### config.mk
export PLATFORM = sky130hd
export DESIGN_NAME = instruction_register
export DESIGN_NICKNAME = d
export VERILOG_FILES = /design/src/rtl/instruction_register.sv
export SDC_FILE = /design/constraint.sdc
export NUM_CORES = 1
export LEC_CHECK = 0
export BUFFER_PORTS_ARGS = -buffer_cell sky130_fd_sc_hd__buf_2
export CAP_MARGIN = 20
export CORE_ASPECT_RATIO = 0.75
export CORE_MARGIN = 2
export CORE_UTILIZATION = 39
export CTS_CLUSTER_SIZE = 24
export DETAILED_ROUTE_END_ITERATION = 10
export GPL_TIMING_DRIVEN = 0
export PLACE_DENSITY = 0.84
export SYNTH_ARGS = -nofsm -noshare
export SYNTH_HDL_FRONTEND = slang
export SYNTH_SLANG_ARGS = --single-unit
export TNS_END_PERCENT = 5
### constraint.sdc
create_clock -name clk -period 0.9 [get_ports clk]
set_input_delay 0.045 -clock clk [delete_from_list [all_inputs] [get_ports clk]]
set_output_delay 0.045 -clock clk [all_outputs]
set_load 0.02 [all_outputs]
### src/rtl/instruction_register.sv
// 16-bit instruction register: captures the bus word on the falling clock edge when write-enabled
// and slices the held word into the overlapping opcode/address/immediate fields.
module instruction_register (
  input  logic        clk,
  input  logic        rst,
  input  logic [15:0] in,
  input  logic        w,
  output logic [15:0] out,
  output logic [5:0]  opcode,
  output logic        RA,
  output logic [9:0]  BA,
  output logic [8:0]  IMM,
  output logic [1:0]  RA_stack
);

  logic [15:0] r_ir_q;

  // Falling-edge capture lets the control unit set up w/in on the rising half of the cycle.
  always_ff @(negedge clk or negedge rst) begin
    if (!rst)   r_ir_q <= 16'h0000;
    else if (w) r_ir_q <= in;
  end

  // Fields deliberately overlap in [9:0]; the opcode decides which one is meaningful.
  assign out      = r_ir_q;
  assign opcode   = r_ir_q[15:10];
  assign RA       = r_ir_q[9];
  assign BA       = r_ir_q[9:0];
  assign IMM      = r_ir_q[8:0];
  assign RA_stack = r_ir_q[9:8];

endmodule

Word level (Yosys, flattened, before mapping)
Index checks and enable logic that the tools add are counted.
- register bits after elaboration: 16
- bits of input ports: 19
- output and inout bits: 44
- word-level logic and storage cells: 1

Longest topological paths before layout
- depth after elaboration: 0
- mapped depth: 3
- gate-level depth less buffers: 1

==> results.sh <==
export IMPL_status="finished, violations left"
export IMPL_violations="setup timing"
export IMPL_fin_worst_skew_ns=0
export IMPL_crit_type="reg2out"
export IMPL_insertion_delay_ns=0.29
export IMPL_start_util=0.419
export IMPL_syn_area_um2=860
export IMPL_avgRoutedWirePerCell_um=13.1
export IMPL_mostFrequentLayoutCells="45 x buf_4, 28 x buf_6, 18 x buf_2"
export IMPL_num_io_pins=63
export IMPL_setup_slack_ns=-0.608
export IMPL_register_area_um2=400
export IMPL_die_w_um=58.2
export IMPL_finalWirelength_um=2030
export IMPL_ys_types=6
export IMPL_max_slew_margin_rel=0.852
export IMPL_antennaDiodeCount=0
export IMPL_vdd_drop_max_uv=1210
export IMPL_hp_class="in2reg"
export IMPL_clkSinkCount=16
export IMPL_p_per_area_mw_per_mm2=1630
export IMPL_arrival_ns=1.46
export IMPL_syn_num_nets=81
export IMPL_gp_congestion=0.637
export IMPL_cts_root_buf="clkbuf_4"
export IMPL_fill_cells=148
export IMPL_area_delta_synth_final_pct=72.8
export IMPL_final_util=0.725
export IMPL_grt_usage=0.166
export IMPL_final_nets=151
export IMPL_muxShareOfSynthArea=0.253
export IMPL_drt_iter0_drc=6
export IMPL_cts_made_buffers=3
export IMPL_grt_overflow=0
export IMPL_drtPass1Iterations=2
export IMPL_r2r_slack_ns=-0.05
export IMPL_drtAntennaViolNets=0
export IMPL_yosysTopAreaCell="dfrtn_1"
export IMPL_dp_hpwl_um=1390
export IMPL_yosys_warnings=0
export IMPL_largest_reg_flops=16
export IMPL_grt_pass1_vias=687
export IMPL_synth_xor_area_share=0
export IMPL_slew_violations=0
export IMPL_die_area_mm2=0.00260
export IMPL_synth_compound_area_frac=0
export IMPL_synth_seq_cells=16
export IMPL_worstMarginPinSlew_ns=0.222
export IMPL_worstRegToRegCells=2
export IMPL_synth_seq_area_share=0.466
export IMPL_drt_vias_per_instance=4.21
export IMPL_grt_pass1_wl_um=3080
export IMPL_multiInputGateArea_um2=218
export IMPL_core_area_mm2=0.00205
export IMPL_io_buffers=61
export IMPL_synth_area_top_cells="dfrtn_1 47%, buf_4 24%, mux2_4 17%"
export IMPL_yosysTopAreaCellShare=0.466
export IMPL_cts_tree="built"
export IMPL_cts_htree_levels=1
export IMPL_setup_viol=54
export IMPL_hold_path_depth=2
export IMPL_final_common_cell="buf_4"
export IMPL_clk_pin_slew_worst_paths_ns=0.07
export IMPL_clk_path_buf_depth=2
export IMPL_rsz0062_at_grt="yes"
export IMPL_rows=14
export IMPL_critPathMaxFanout=5
export IMPL_die_h_um=44.7
export IMPL_num_vias=653
export IMPL_grt_max_degree=17
export IMPL_antenna_found_initial=0
export IMPL_synth_top_family_by_area="buffers and inverters"
export IMPL_worstSetupEndpointType="output port"
export IMPL_max_cap_violations=0
export IMPL_postSynthAreaPerCell_um2=13.9
export IMPL_synthSimpleGateAreaFrac=0
export IMPL_fin_setup_tns_ns=-24.07
export IMPL_start_kind="flip-flop"
export IMPL_required_ns=0.85
export IMPL_p_total_mw=2.42
export IMPL_drive_gt1_frac=0.870
export IMPL_drcViolationCount=0
export IMPL_hold_viol_final=0
export IMPL_synthCells=62
export IMPL_leakagePower_nw=0.798
export IMPL_synth_fa_ha_area_frac=0
## worst paths after layout
path / from / end
setup / recovery: out[9] / out[9]
hold / removal: in[11] / out[11]
setup reg to reg: out[8] / out[8]
hold reg to reg: out[15] / out[15]
max in group asynchronous: rst / out[2]
min in group asynchronous: rst / out[13]
## report_power, final
part / leakage (nW) / internal (mW) / switching [mW]
sequential: 0.187 / 0.800 / 0.0724
clock: 0.0210 / 0.246 / 0.220
combinational: 0.590 / 0.618 / 0.460
## layout make-up
| cell class | instances | area share |
|---|---|---|
| Buffer | 30 | 0.168 |
| Multi-Input combinational cell | 16 | 0.147 |
| Sequential cell | 16 | 0.270 |
| Tap cell | 24 | 0.0202 |
| Clock buffer | 4 | 0.0244 |
| Timing Repair Buffer | 65 | 0.371 |
## through the flow
stage | setup WS [ns] | instances | hold slack [ns] | area [um^2]
finish | -0.608 | 155 | 0.310 | 1490
global placement | -0.328 | 147 | 0.314 | 1190
global route | -0.661 | 155 | 0.299 | 1490
floorplan | -0.324 | 62 | 0.0908 | 860
CTS | -0.609 | 155 | 0.306 | 1480
detailed placement | -0.342 | 147 | 0.313 | 1190
## synthesized netlist by cell type
master	n
mux2_4	10
buf_6	1
buf_4	28
mux2_2	6
buf_12	1
dfrtn_1	16
## logic make-up (layout without fill, tap and decap cells)
group	Yosys count	count (layout)
buffers and inverters	30	99
DFF	16	16
muxes	16	16
## worst max-delay path, stage by stage (launching register included)
cell and delay (ns):
dfrtn_1 0.48, buf_4 0.14, buf_6 0.11
## metal layers
metal | share of wire | GRT usage | vias to the layer above
li1 | - | - | 312
met1 | 0.34 | 0.152 | 311
met2 | 0.60 | 0.357 | 30
met3 | 0.060 | 0.0526 | 0
met4 | 0 | 0.0279 | 0
met5 | 0 | 0 | -
## repair_timing
item,in CTS,in global routing
hold buffers,1,0
buffers inserted,3,0
resized for setup,72,1
setup endpoints to repair,54,56
endpoints found under the hold margin,16,0
Power figures use the tool's default switching activity.
